--- src/rtl/logic_sel_fifo.sv ---
// logic_sel_fifo
//   Computes mux / AND / OR / XOR over NUM_IN operands of WIDTH bits, with
//   optional inversion, and queues each result in a DEPTH-entry FIFO.
//
// Ports
//   clk, rst                       rising-edge clock, synchronous active-high reset
//   in_valid/in_ready              request handshake (in_ready is registered)
//   in_data                        operand k at [k*WIDTH +: WIDTH]
//   in_sel                         operand index for mux mode (>= NUM_IN gives 0)
//   in_mode                        0=mux 1=AND 2=OR 3=XOR
//   in_inv                         invert the result before queueing
//   out_valid/out_ready/out_data   FIFO head handshake and data
//   level                          occupancy 0..DEPTH
//   acc_cnt                        accepted requests, saturating
//   rej_cnt                        refused request cycles, saturating
//
// Build option
//   LSF_REJ_CNT_EN  when defined, rej_cnt counts in_valid & !in_ready cycles;
//                   otherwise rej_cnt is tied to 0.
module logic_sel_fifo #(
    parameter  int unsigned WIDTH  = 1,
    parameter  int unsigned NUM_IN = 4,
    parameter  int unsigned DEPTH  = 4,
    parameter  int unsigned CNT_W  = 8,
    localparam int unsigned SEL_W  = $clog2(NUM_IN),
    localparam int unsigned PTR_W  = $clog2(DEPTH),
    localparam int unsigned LVL_W  = PTR_W + 1
) (
    input  logic                    clk,
    input  logic                    rst,
    input  logic                    in_valid,
    output logic                    in_ready,
    input  logic [NUM_IN*WIDTH-1:0] in_data,
    input  logic [SEL_W-1:0]        in_sel,
    input  logic [1:0]              in_mode,
    input  logic                    in_inv,
    output logic                    out_valid,
    input  logic                    out_ready,
    output logic [WIDTH-1:0]        out_data,
    output logic [LVL_W-1:0]        level,
    output logic [CNT_W-1:0]        acc_cnt,
    output logic [CNT_W-1:0]        rej_cnt
);

    typedef enum logic [1:0] {
        MODE_MUX = 2'd0,
        MODE_AND = 2'd1,
        MODE_OR  = 2'd2,
        MODE_XOR = 2'd3
    } mode_e;

    mode_e            mode;
    logic [WIDTH-1:0] op_mux, op_and, op_or, op_xor;
    logic [WIDTH-1:0] result;

    logic [WIDTH-1:0] mem_q [DEPTH];
    logic [WIDTH-1:0] mem_d [DEPTH];
    logic [PTR_W-1:0] wr_ptr_q, wr_ptr_d;
    logic [PTR_W-1:0] rd_ptr_q, rd_ptr_d;
    logic [LVL_W-1:0] level_q, level_d;
    logic             in_ready_q, in_ready_d;
    logic [CNT_W-1:0] acc_cnt_q, acc_cnt_d;
    logic             push, pop;

    assign mode = mode_e'(in_mode);

    // Mux select is matched against every index so an out-of-range in_sel
    // naturally leaves op_mux at 0.
    always_comb begin
        op_mux = '0;
        op_and = '1;
        op_or  = '0;
        op_xor = '0;
        for (int unsigned k = 0; k < NUM_IN; k++) begin
            op_and = op_and & in_data[k*WIDTH +: WIDTH];
            op_or  = op_or  | in_data[k*WIDTH +: WIDTH];
            op_xor = op_xor ^ in_data[k*WIDTH +: WIDTH];
            if (32'(in_sel) == k) begin
                op_mux = in_data[k*WIDTH +: WIDTH];
            end
        end
        case (mode)
            MODE_MUX: result = op_mux;
            MODE_AND: result = op_and;
            MODE_OR:  result = op_or;
            default:  result = op_xor;
        endcase
        if (in_inv) begin
            result = ~result;
        end
    end

    assign out_valid = (level_q != '0);
    assign push      = in_valid & in_ready_q;
    assign pop       = out_valid & out_ready;

    always_comb begin
        mem_d     = mem_q;
        wr_ptr_d  = wr_ptr_q;
        rd_ptr_d  = rd_ptr_q;
        level_d   = level_q;
        acc_cnt_d = acc_cnt_q;
        if (push) begin
            mem_d[wr_ptr_q] = result;
            wr_ptr_d        = wr_ptr_q + PTR_W'(1);
            if (acc_cnt_q != '1) begin
                acc_cnt_d = acc_cnt_q + CNT_W'(1);
            end
        end
        if (pop) begin
            rd_ptr_d = rd_ptr_q + PTR_W'(1);
        end
        case ({push, pop})
            2'b10:   level_d = level_q + LVL_W'(1);
            2'b01:   level_d = level_q - LVL_W'(1);
            default: level_d = level_q;
        endcase
        // in_ready is registered from the next level so it never depends
        // combinationally on out_ready; a pop at full reopens it next cycle.
        in_ready_d = (level_d != LVL_W'(DEPTH));
    end

    always_ff @(posedge clk) begin
        if (rst) begin
            wr_ptr_q   <= '0;
            rd_ptr_q   <= '0;
            level_q    <= '0;
            in_ready_q <= 1'b1;
            acc_cnt_q  <= '0;
        end else begin
            wr_ptr_q   <= wr_ptr_d;
            rd_ptr_q   <= rd_ptr_d;
            level_q    <= level_d;
            in_ready_q <= in_ready_d;
            acc_cnt_q  <= acc_cnt_d;
        end
    end

    // Storage needs no reset: out_data is gated by out_valid.
    always_ff @(posedge clk) begin
        mem_q <= mem_d;
    end

    assign in_ready = in_ready_q;
    assign out_data = out_valid ? mem_q[rd_ptr_q] : '0;
    assign level    = level_q;
    assign acc_cnt  = acc_cnt_q;

`ifdef LSF_REJ_CNT_EN
    logic [CNT_W-1:0] rej_cnt_q, rej_cnt_d;

    always_comb begin
        rej_cnt_d = rej_cnt_q;
        if (in_valid && !in_ready_q && (rej_cnt_q != '1)) begin
            rej_cnt_d = rej_cnt_q + CNT_W'(1);
        end
    end

    always_ff @(posedge clk) begin
        if (rst) begin
            rej_cnt_q <= '0;
        end else begin
            rej_cnt_q <= rej_cnt_d;
        end
    end

    assign rej_cnt = rej_cnt_q;
`else
    assign rej_cnt = '0;
`endif

endmodule

--- config.mk ---
export PLATFORM = sky130hd
export DESIGN_NAME = logic_sel_fifo
export DESIGN_NICKNAME = d
export VERILOG_FILES = /design/src/rtl/logic_sel_fifo.sv
export SDC_FILE = /design/constraint.sdc
export NUM_CORES = 1
export LEC_CHECK = 0
export ABC_AREA = 1
export CAP_MARGIN = 30
export CORE_UTILIZATION = 51
export DETAILED_ROUTE_END_ITERATION = 8
export PLACE_DENSITY = 0.9
export RECOVER_POWER = 100
export SYNTH_ARGS = -nofsm -noshare
export SYNTH_HDL_FRONTEND = slang
export SYNTH_SLANG_ARGS = --single-unit
--- constraint.sdc ---
create_clock -name clk -period 5.3 [get_ports clk]
set_clock_uncertainty 0.15 [all_clocks]
set_input_delay 0.795 -clock clk [delete_from_list [all_inputs] [get_ports clk]]
set_output_delay 0.795 -clock clk [all_outputs]
set_load 0.03 [all_outputs]
* Word-level counts from Yosys, hierarchy flattened
Cells that the tools add are included.
** Storage, ports and cells
- Word-level logic and storage cells :: 59
- Output and inout port bits :: 22
- Flip-flop bits (word level) :: 20
- Bits of input ports :: 13
** Operators by class
- Reduce and logical (&&, ||, !) cells :: 5
- Add/sub/neg operators :: 5
- $lt $le $gt $ge :: 3
- Bitwise gates (word level) :: 14
- Equal/unequal tests :: 9
- Muxes and demuxes :: 14
** Operator list (count)
- 2-to-1 mux 1 bit :: 9
- adder 8 x 1 -> 8 bit, second input constant :: 1
- equality test 2 bit, second input constant :: 4
- != test 8 bit, second input constant :: 1
- equality test 2 x 1 -> 1 bit, second input constant :: 3
- greater-or-equal comparator 3 bit, second input constant :: 2
- inverter 2 -> 3 bit :: 2
- case mux 3 bit (2 select lines) :: 1
- AND 1 bit :: 5
- adder 2 x 1 -> 2 bit, second input constant :: 2
- bitwise mux 4 bit :: 1
- logical NOT 2 bit :: 2
- adder 3 x 1 -> 3 bit, second input constant :: 1
- < comparator 3 x 1 -> 1 bit, second input constant :: 1
- != test 3 bit, second input constant :: 1
- OR 1 bit :: 3
- case mux 1 bit (3 select lines) :: 1
- nonzero test 3 bit :: 1
- subtractor 3 x 1 -> 3 bit, second input constant :: 1
- bitwise XOR 1 bit :: 3
- binary-select mux 1 bit (select 2 bit) :: 1
- demux 1 bit (select 2 bit) :: 1
- AND reduction 2 bit :: 1
- logical AND 1 bit :: 1
- inverter 1 bit :: 1

* Longest topological paths before layout
Gate-level depths: netlist of the first run.
- Depth in word-level cells :: 9
- Mapped depth :: 13
- Gate-level depth less buffers :: 13

* Least setup slack after synthesis of the first run
Ideal clock, no wire load.
- Kind :: reg-to-output
- Start point :: register level_q[0] (netlist: level[0])
- End point :: output out_data
- Required time :: 4.355 ns
- Slack :: 2.610 ns
- Cell stages (with the launch flop) :: 4
- Data arrival time :: 1.745 ns
- Path through :: dfxtp_1 -> inv_1 -> nand3_1 -> a21boi_0
** Between the ends
- Word-level cells in the longest chain between the ends :: 2
** RTL lines
- from (decl) :: RTL line 60 : logic [LVL_W-1:0] level_q, level_d;
- from (signal assigned) :: RTL line 133 : level_q <= level_d;
- nonzero test 3 bit :: RTL line 93 : assign out_valid = (level_q != '0);
- net out_valid :: RTL line 37 : output logic out_valid,
- 2-to-1 mux 1 bit :: RTL line 145 : assign out_data = out_valid ? mem_q[rd_ptr_q] : '0;
- to (decl) :: RTL line 39 : output logic [WIDTH-1:0] out_data,
The timed path passes the listed nets, and every way through them passes these cells.

* Final worst setup path of the first run
- Start point :: register level_q[0] (netlist: level[0])
- End point :: output out_data
** Between the ends
- Word-level cells in the longest chain between the ends :: 2
** RTL lines (RTL line)
- nonzero test 3 bit :: 93
- 2-to-1 mux 1 bit :: 145
Every way passes these cells.

==> results.txt, run 1 <==
----------------------------------------------------
[Global route]
  Layer carrying the most global-route usage ... met2
  Global route total overflow ... 0
  Number of global-route vias before repair ... 924
  Met3 Track Usage GR ... 0.0179
  Antenna violations before repair ... 0
  First-pass GRT wire length ... 3820 um
  Largest net degree at the start of global routing ... 12
  Fraction of met1 tracks used by global routing ... 0.246
  GRT met2 Usage ... 0.329
  Tot GR Track Use ... 0.195

[Min path]
  Worst Hold Class ... reg2reg
  Worst Hold Endpoint ... acc_cnt[0]
  Start point of the worst hold path ... acc_cnt[0]
  Cells on Worst Hold Path ... 2

[Synth]
  Synth Instances ... 180
  Number of different library cells in the post-synthesis netlist ... 22
  Synth top area cells ... sky130_fd_sc_hd__dfxtp_1 (26%), sky130_fd_sc_hd__nand2_1 (12%), sky130_fd_sc_hd__inv_1 (10%), sky130_fd_sc_hd__edfxtp_1 (9.6%), sky130_fd_sc_hd__ha_1 (8.0%)
  Post-Syn Area per Cell ... 6.93 sq um
  Synth Register Bits ... 20
  Sequential area share after synthesis ... 0.353
  Total number of yosys warnings ... 0
  Post-Syn Area ... 1250 sq um
  Top-area cell type share of the netlist area ... 0.257
  Dominant cell type by area after synthesis ... sky130_fd_sc_hd__dfxtp_1

[Pwr]
  Proportion of power drawn by combinational gates ... 0.461
  Pwr per Cell Area ... 347 nW/um^2
  Clk pwr share ... 0.171
  Cell internal power dissipation ... 310 uW
  Proportion of power drawn by flip-flops and latches ... 0.368
  Worst IR drop on VDD ... 217 uV
  Leakage Power ... 0.000744 uW
  Switching component of the power ... 222 uW
  Power, Total ... 532 uW
  Share of total power consumed by net switching ... 0.417

[Layout]
  Most common library cell in the layout ignoring fill and taps ... sky130_fd_sc_hd__nand2_1
  Share of layout cells above drive strength 1 ... 0.0383
  Post-route cell area ... 1530 sq um
  Antenna Diode Count ... 0
  Most used cells in the layout excluding fill and tap cells ... sky130_fd_sc_hd__nand2_1 (43), sky130_fd_sc_hd__inv_1 (34), sky130_fd_sc_hd__nor2_1 (21)
  Layout Utilization ... 0.680
  Number of nets in the layout ... 232
  Count of fill cells added during filler insertion ... 194
  Synthesis-to-layout area growth ... 23.0%

[STA]
  Worst Setup Slack, final ... 2470 ps
  Final period utilization ... 0.534
  Fin. Hold Viols ... 0
  Fmax ... 0.353 GHz
  Total count of max-transition violations in the final report ... 0
  Clock period minus final worst setup slack ... 2830 ps
  Count of endpoints failing setup in the final report ... 0
  Unrepaired setup endpoints after global routing ... false
  Setup_tns ... 0 ps

[Routing]
  Number of violations reported at the end of detailed-routing iteration 0 ... 26
  1st-pass router iterations ... 4
  Via count ... 1121
  Antenna Violating Nets Remaining ... 0
  DRC violations left ... 0
  Post-Route WL ... 2240 um
  Drt via density ... 4.73
  Routed wire per std cell ... 9.43 um

[CTS]
  Post_cts resized ... 0
  Clock tree from TritonCTS ... yes
  Maximum number of buffers from clock root to sink ... 2
  Total clock sinks ... 20
  Later-pin clock latency in the skew report ... 310 ps
  Number of H-tree levels ... 1
  Post-CTS setup-driven buffer insertion count ... 0
  Number of buffers created by CTS ... 3
  Number of buffers inserted for hold repair after clock tree synthesis ... 0
  Clock root buffer master ... sky130_fd_sc_hd__clkbuf_4
  Clock input transition at the sequential cells of the worst setup and hold paths ... 130 ps

[Status]
  Status ... finished clean

[Job]
  Max_cap viols ... 0

[Critical path]
  Critical Path Sink Type ... primary output
  Crit Reg-Reg Startpoint ... level[0]
  RR Endpoint ... in_ready
  Flop-to-flop setup slack ... 3120 ps
  Type of element launching the critical path ... register
  Top fanout value on the critical path ... 3
  Type of the setup path with the least slack ... reg2out
  Data arrival time of the critical path ... 1890 ps
  CP Data Required Time ... 4360 ps
  Register-to-Register Path Depth ... 13

[Floorplan]
  Core outline area ... 2250 sq um
  Starting density of the core ... 0.553
  Floorplan row count ... 17
  Die footprint ... 2650 sq um
  Die width ... 51.5 um
  Number of top-level design ports ... 35
  Die height ... 51.5 um

[Placement]
  HPWL Detailed ... 1760 um
  Post-Place Worst Slack ... 2460 ps
  Port Buffer Count ... 26
  Placed inst area ... 1510 sq um
  Placer Congestion ... 0.770

----------------------------------------------------
==> area by class of cell <==
type | count | area, sq um | share of cell area
flip-flops and latches | 20 | 440 | 0.287
inverters | 35 | 133 | 0.0865
clock buffers | 4 | 36.3 | 0.0237
multi-input cells | 124 | 629 | 0.410
repair buffers | 26 | 260 | 0.170
well taps | 28 | 35.0 | 0.0228
==> metal layers <==
| layer | share of wire | vias to the layer above |
|---|---|---|
| met5 | 0 | - |
| met4 | 0.024 | 0 |
| met3 | 0.037 | 5 |
| met2 | 0.46 | 38 |
| met1 | 0.48 | 486 |
| li1 | - | 592 |
==> state kept, by name (all words and copies together) (netlist names) <==
name      flops
in_ready      1
acc_cnt       8
mem_q         4
wr_ptr_q      2
rd_ptr_q      2
level         3
==> metrics by stage <==
| stage | hold WS (ps) | std cells |
|---|---|---|
| 3_5_place_dp | 352 | 233 |
| 4_1_cts | 370 | 237 |
| 3_3_place_gp | 340 | 233 |
| 6_report | 364 | 237 |
| 2_1_floorplan | 340 | 187 |
| 5_1_grt | 400 | 237 |
==> power groups by stage <==
stage	clock (uW)	sequential [uW]	combinational, uW
after floorplan	0	225	150
after global placement	0	199	252
after detailed placement	0	200	257
after CTS	91.8	197	259
after global routing	99.0	199	274
final	90.7	196	245
==> how the worst max path moves through the flow <==
| stage | endpoint | cells past startpoint | slack, ps | startpoint |
|---|---|---|---|---|
| 6_report | out_data | 4 | 2470 | level[0] |
| 3_3_place_gp | in_ready | 12 | 2560 | out_ready |
| 4_1_cts | out_data | 4 | 2480 | level[0] |
| 2_1_floorplan | out_data | 3 | 2610 | level[0] |
| 3_5_place_dp | in_ready | 12 | 2460 | out_ready |
| 5_1_grt | out_data | 4 | 2340 | level[0] |
==> synthesized netlist by cell type <==
master and instances:
sky130_fd_sc_hd__nand2_1 41, sky130_fd_sc_hd__inv_4 1, sky130_fd_sc_hd__nand2_4 1, sky130_fd_sc_hd__a21boi_0 2, sky130_fd_sc_hd__inv_1 34, sky130_fd_sc_hd__xor2_1 2
sky130_fd_sc_hd__edfxtp_1 4, sky130_fd_sc_hd__o21ai_0 11, sky130_fd_sc_hd__nor2_1 21, sky130_fd_sc_hd__nor3_1 1, sky130_fd_sc_hd__dfxtp_1 16, sky130_fd_sc_hd__fa_1 1
sky130_fd_sc_hd__ha_1 8, sky130_fd_sc_hd__buf_4 8, sky130_fd_sc_hd__nand2_2 2, sky130_fd_sc_hd__and3_1 1, sky130_fd_sc_hd__a21oi_1 9, sky130_fd_sc_hd__conb_1 1
sky130_fd_sc_hd__nor2_2 2, sky130_fd_sc_hd__nand3b_1 1, sky130_fd_sc_hd__nand3_1 12, sky130_fd_sc_hd__xnor2_1 1
==> kinds of logic (layout without fill, tap and decap cells) <==
kind of cell               Yosys count  in the layout  synth area share
AOI/OAI and AO/OA                   22             22            0.0923
xor gates and xnor gates             3              3            0.0211
adders and majority gates            9              9            0.0963
buffers and inverters               43             65             0.155
DFF                                 20             20             0.353
other                                1              8           0.00301
and+or+nand+nor                     82             82             0.279
==> critical path, cell delays in order (launching register included) <==
cell                            delay [ps]
sky130_fd_sc_hd__dfxtp_1               390
sky130_fd_sc_hd__inv_1                  90
sky130_fd_sc_hd__nand3_1               120
sky130_fd_sc_hd__a21boi_0              200
sky130_fd_sc_hd__dlygate4sd3_1         760
Note: power is estimated with default switching activity, not from simulation.
==> run 2: changes to the inputs <==
--- a/config.mk
+++ b/config.mk
@@ -7,9 +7,10 @@
 export LEC_CHECK = 0
 export ABC_AREA = 1
 export CAP_MARGIN = 30
-export CORE_UTILIZATION = 51
+export CORE_ASPECT_RATIO = 0.5
+export CORE_UTILIZATION = 47
 export DETAILED_ROUTE_END_ITERATION = 8
-export PLACE_DENSITY = 0.9
+export PLACE_DENSITY = 0.85
 export RECOVER_POWER = 100
 export SYNTH_ARGS = -nofsm -noshare
 export SYNTH_HDL_FRONTEND = slang
==> constraint.sdc (replaced) <==
create_clock -name clk -period 2.9 [get_ports clk]
set_clock_uncertainty 0.15 [all_clocks]
set_input_delay 0.435 -clock clk [delete_from_list [all_inputs] [get_ports clk]]
set_output_delay 0.435 -clock clk [all_outputs]
set_load 0.03 [all_outputs]
==> run 2 against run 1 <==
Effect of this change: power up 100%; first-iteration DRC count up 38%; worst setup slack worse by 2000 ps; critical endpoint unchanged; critical path depth up 1; register-to-register slack worse by 2500 ps; cell count up 3.0%.
==> results.txt, run 2 (synthesized netlist as in run 1, its figures left out) <==
----------------------------------------------------
[Status]
  Status ... finished clean

[Floorplan]
  Starting density of the core ... 0.529
  Die height ... 38.4 um
  Number of top-level design ports ... 35
  Core outline area ... 2360 sq um
  Floorplan row count ... 12
  Die footprint ... 2880 sq um
  Die width ... 74.9 um

[Critical path]
  Register-to-Register Path Depth ... 13
  CP Data Required Time ... 2320 ps
  Critical Path Sink Type ... primary output
  Type of the setup path with the least slack ... reg2out
  Data arrival time of the critical path ... 1850 ps
  Top fanout value on the critical path ... 4
  Type of element launching the critical path ... register

[Placement]
  Port Buffer Count ... 26
  Placer Congestion ... 0.794
  Placed inst area ... 1520 sq um
  Total instance count after detailed placement ... 240
  HPWL Detailed ... 1820 um

[Routing]
  Number of violations reported at the end of detailed-routing iteration 0 ... 36
  Wire length on met2 ... 1220 um
  Via count ... 1134
  1st-pass router iterations ... 4
  Routed wire per std cell ... 10.0 um
  Routed metal-1 wire length ... 1120 um
  Length of routed met3 wiring ... 78 um
  DRC violations left ... 0
  Antenna Violating Nets Remaining ... 0
  Drt via density ... 4.65
  Highest routed metal layer ... met4
  Post-Route WL ... 2440 um

[STA]
  Fin. Hold Viols ... 0
  Total count of max-transition violations in the final report ... 0
  Final worst hold slack ... 361 ps
  Clock period minus final worst setup slack ... 2440 ps
  Fmax ... 0.410 GHz
  Unrepaired setup endpoints after global routing ... false
  Setup_tns ... 0 ps
  Count of endpoints failing setup in the final report ... 0
  Final period utilization ... 0.841

[Global route]
  Tot GR Track Use ... 0.203
  Antenna violations before repair ... 0
  Largest net degree at the start of global routing ... 13
  Number of global-route vias before repair ... 1027
  First-pass GRT wire length ... 4240 um
  Global route total overflow ... 0

[Layout]
  Most common library cell in the layout ignoring fill and taps ... sky130_fd_sc_hd__nand2_1
  Area of the multi-input gates ... 629 sq um
  Number of flip-flops in the largest register ... 8
  Number of nets in the layout ... 232
  Count of fill cells added during filler insertion ... 215
  Synthesis-to-layout area growth ... 26.1%
  Antenna Diode Count ... 0
  Most used cells in the layout excluding fill and tap cells ... sky130_fd_sc_hd__nand2_1 (43), sky130_fd_sc_hd__inv_1 (34), sky130_fd_sc_hd__nor2_1 (21)
  Share of layout cells above drive strength 1 ... 0.0383
  Final std cells w/o fill ... 244
  FF/Latch Area ... 440 sq um
  Layout Utilization ... 0.667
  Post-route cell area ... 1570 sq um

[CTS]
  Post_cts resized ... 0
  Clock input transition at the sequential cells of the worst setup and hold paths ... 70 ps
  Clock root buffer master ... sky130_fd_sc_hd__clkbuf_8
  Total clock sinks ... 20
  Post-CTS setup-driven buffer insertion count ... 0
  Number of H-tree levels ... 1
  Number of buffers created by CTS ... 3
  Later-pin clock latency in the skew report ... 260 ps
  Number of buffers inserted for hold repair after clock tree synthesis ... 0
  Clock tree from TritonCTS ... yes
  Maximum number of buffers from clock root to sink ... 2

[Pwr]
  Leakage Power ... 0.000757 uW
  Pwr per Cell Area ... 679 nW/um^2
  Worst IR drop on VDD ... 343 uV

[Min path]
  Cells on Worst Hold Path ... 2
  Worst Hold Class ... reg2reg

[Job]
  Max_cap viols ... 0

----------------------------------------------------
run 2: cell counts in the layout (fill, tap and decap cells not counted):
No cell type changed its count.
run 2: final cells by class:
class                   count  share of cell area
well taps                  35              0.0278
repair buffers             26               0.165
multi-input cells         124               0.400
flip-flops and latches     20               0.280
clock buffers               4              0.0422
inverters                  35              0.0843
run 2: final timing paths:
path	startpoint	to	slack, ps
max	rd_ptr_q[0]	out_data	460
min reg2reg	acc_cnt[3]	acc_cnt[3]	360
max reg2reg	level[0]	in_ready	660
min	acc_cnt[3]	acc_cnt[3]	360
run 2: metrics by stage:
step	power (uW)	worst slack [ps]
finish	1070	461
global route	1150	314
CTS	1100	499
detailed placement	844	434
global placement	826	536
floorplan	686	443
run 2: where the power goes:
group	internal, uW	switching [uW]	leakage [uW]
Combinational	162	298	0.000555
Clock	150	95.4	0.0000339
Sequential	328	34.1	0.000168
run 2: critical path, cell delays in order (launching register included):
cell,delay (ps)
sky130_fd_sc_hd__dfxtp_1,390
sky130_fd_sc_hd__nor2_1,90
sky130_fd_sc_hd__nor2_1,130
sky130_fd_sc_hd__o21ai_0,100
sky130_fd_sc_hd__a21boi_0,140
sky130_fd_sc_hd__dlygate4sd3_1,750
run 2: per-layer routing:
layer,global-route usage,up-vias
li1,-,593
met1,0.222,510
met2,0.378,27
met3,0.0579,4
met4,0.0802,0
met5,0,-
==> run 3: changes to the inputs <==
==> constraint.sdc (replaced) <==
create_clock -name clk -period 2.38 [get_ports clk]
set_clock_uncertainty 0.15 [all_clocks]
set_input_delay 0.357 -clock clk [delete_from_list [all_inputs] [get_ports clk]]
set_output_delay 0.357 -clock clk [all_outputs]
set_load 0.03 [all_outputs]
==> run 3 against run 2 <==
Effect of this change: cell area unchanged; largest power group unchanged; count of clock-buffer cells in the layout unchanged; critical path type unchanged; worst hold slack about the same; register-to-register slack got worse by 470 ps; core utilization unchanged; non-clock buffer count increased by 1.
==> results.txt, run 3 (synthesized netlist as in run 1, its figures left out) <==
----------------------------------------------------
[Placement]
  Placed inst area ... 1530 sq um
  Placer Congestion ... 0.756
  HPWL Detailed ... 1950 um
  Port Buffer Count ... 26

[Critical path]
  CP Buf/Inv Count ... 1
  CP Data Required Time ... 1870 ps
  Largest delay share family, worst path ... buffers and inverters
  Type of the setup path with the least slack ... reg2out
  Max stage delay cell, worst path ... sky130_fd_sc_hd__clkdlybuf4s50_1
  Top fanout value on the critical path ... 4
  Critical Path Sink Type ... primary output
  Delay of the slowest cell on the worst path ... 690 ps
  Type of element launching the critical path ... register
  Flop-to-flop setup slack ... 190 ps
  Register-to-Register Path Depth ... 13
  Data arrival time of the critical path ... 1710 ps
  Worst path cell trace ... nor2_1 > nor2_1 > o21ai_0 > a21boi_0 > clkdlybuf4s50_1
  Crit Reg-Reg Startpoint ... level[0]
  Library cell appearing most often on the critical path ... sky130_fd_sc_hd__nor2_1
  RR Endpoint ... in_ready

[Status]
  Status ... finished clean

[Layout]
  Most common library cell in the layout ignoring fill and taps ... sky130_fd_sc_hd__nand2_1
  Number of nets in the layout ... 233
  Synthesis-to-layout area growth ... 26.1%
  Post-route cell area ... 1570 sq um
  Antenna Diode Count ... 0
  Number of flip-flops in the largest register ... 8
  Share of layout cells above drive strength 1 ... 0.0476
  Most used cells in the layout excluding fill and tap cells ... sky130_fd_sc_hd__nand2_1 (43), sky130_fd_sc_hd__inv_1 (34), sky130_fd_sc_hd__nor2_1 (21)

[Floorplan]
  Die width ... 74.9 um
  Die footprint ... 2880 sq um
  Die height ... 38.4 um
  Floorplan row count ... 12
  Core outline area ... 2360 sq um
  Starting density of the core ... 0.529
  Number of top-level design ports ... 35

[Routing]
  Routed wire per std cell ... 9.81 um
  Via count ... 1133
  Post-Route WL ... 2400 um
  Number of violations reported at the end of detailed-routing iteration 0 ... 38
  DRC violations left ... 0
  Antenna Violating Nets Remaining ... 0
  Drt via density ... 4.62
  1st-pass router iterations ... 4

[STA]
  Total count of max-transition violations in the final report ... 0
  Unrepaired setup endpoints after global routing ... false
  Fin. Hold Viols ... 0
  Final period utilization ... 0.934
  Count of endpoints failing setup in the final report ... 0
  Fmax ... 0.450 GHz
  Clock period minus final worst setup slack ... 2220 ps

[Min path]
  Start point of the worst hold path ... acc_cnt[7]
  Worst Hold Class ... reg2reg
  Cells on Worst Hold Path ... 2
  Worst Hold Endpoint ... acc_cnt[7]

[Pwr]
  Proportion of power drawn by combinational gates ... 0.452
  Cell internal power dissipation ... 758 uW
  Clk pwr share ... 0.202
  Pwr per Cell Area ... 814 nW/um^2
  Worst IR drop on VDD ... 300 uV
  Leakage Power ... 0.000759 uW
  Proportion of power drawn by flip-flops and latches ... 0.347
  Switching component of the power ... 522 uW
  Share of total power consumed by net switching ... 0.408
  Power, Total ... 1280 uW

[CTS]
  Number of H-tree levels ... 1
  Maximum number of buffers from clock root to sink ... 2
  Later-pin clock latency in the skew report ... 260 ps
  Number of buffers created by CTS ... 3
  Clock tree from TritonCTS ... yes
  Post-CTS setup-driven buffer insertion count ... 0
  Clock input transition at the sequential cells of the worst setup and hold paths ... 70 ps
  Clock root buffer master ... sky130_fd_sc_hd__clkbuf_8
  Total clock sinks ... 20

[Global route]
  Largest net degree at the start of global routing ... 12
  Antenna violations before repair ... 0
  Number of global-route vias before repair ... 1022
  First-pass GRT wire length ... 3970 um
  Tot GR Track Use ... 0.194
  Global route total overflow ... 0

[Job]
  Max_cap viols ... 0

----------------------------------------------------
run 3: cell count changes in the layout (fill, tap and decap cells not counted):
cell / before / now
sky130_fd_sc_hd__nand3_1: 12 / 11
sky130_fd_sc_hd__clkinvlp_2: 1 / 0
sky130_fd_sc_hd__nand3_2: 0 / 1
sky130_fd_sc_hd__clkdlybuf4s50_1: 9 / 10
sky130_fd_sc_hd__clkbuf_8: 3 / 4
sky130_fd_sc_hd__inv_4: 0 / 1
sky130_fd_sc_hd__dfxtp_2: 0 / 1
sky130_fd_sc_hd__dlygate4sd3_1: 17 / 16
sky130_fd_sc_hd__clkbuf_1: 0 / 1
sky130_fd_sc_hd__dfxtp_1: 16 / 15
sky130_fd_sc_hd__clkbuf_16: 1 / 0
run 3: layout make-up:
class | count | area [sq um]
Timing Repair Buffer | 27 | 264
Multi-Input combinational cell | 124 | 634
Clock buffer | 4 | 55.1
Sequential cell | 20 | 442
Tap cell | 35 | 43.8
Inverter | 35 | 134
Fill cell | 218 | 785
run 3: power by group through the flow:
stage,Sequential [uW],Clock (uW),Combinational [uW]
after floorplan,502,0,341
after global placement,446,0,569
after detailed placement,449,0,600
after CTS,443,263,601
after global routing,450,275,642
final,444,258,578
run 3: per-layer routing:
metal / track usage / vias to the layer above / share of wire
met4: 0.0566 / 0 / 0
met3: 0.0632 / 0 / 0.043
met1: 0.188 / 509 / 0.44
li1: - / 595 / -
met2: 0.399 / 29 / 0.52
met5: 0 / - / 0
run 3: worst min-delay path, delay by kind of cell (launching register included):
kind	cells	cell delay, ps
and+or+nand+nor	1	70
AOI/OAI and AO/OA	1	50
DFF	1	340
run 3: repair_timing:
item | in CTS | in global routing
gates resized for setup | 0 | 1
hold buffers | 0 | 0
setup endpoints to repair | 0 | 2
run 3: how the worst max path moves through the flow:
stage | cells past startpoint | slack [ps] | start | end
floorplan | 13 | 70 | level[0] | in_ready
global placement | 12 | 100 | out_ready | in_ready
detailed placement | 12 | -30 | out_ready | in_ready
CTS | 4 | 120 | level[0] | out_data
global route | 5 | 6 | rd_ptr_q[0] | out_data
finish | 5 | 160 | rd_ptr_q[0] | out_data
run 3: stage by stage:
stage | util | worst slack, ps | hold WS, ps | TNS (ps) | std cells
3_3_place_gp | 0.649 | 95.4 | 341 | 0 | 241
2_1_floorplan | - | 74.7 | 276 | 0 | 187
6_report | 0.667 | 158 | 360 | 0 | 245
3_5_place_dp | 0.649 | -34.5 | 358 | -34.5 | 241
5_1_grt | 0.667 | 6.49 | 390 | 0 | 245
4_1_cts | 0.673 | 122 | 367 | 0 | 245
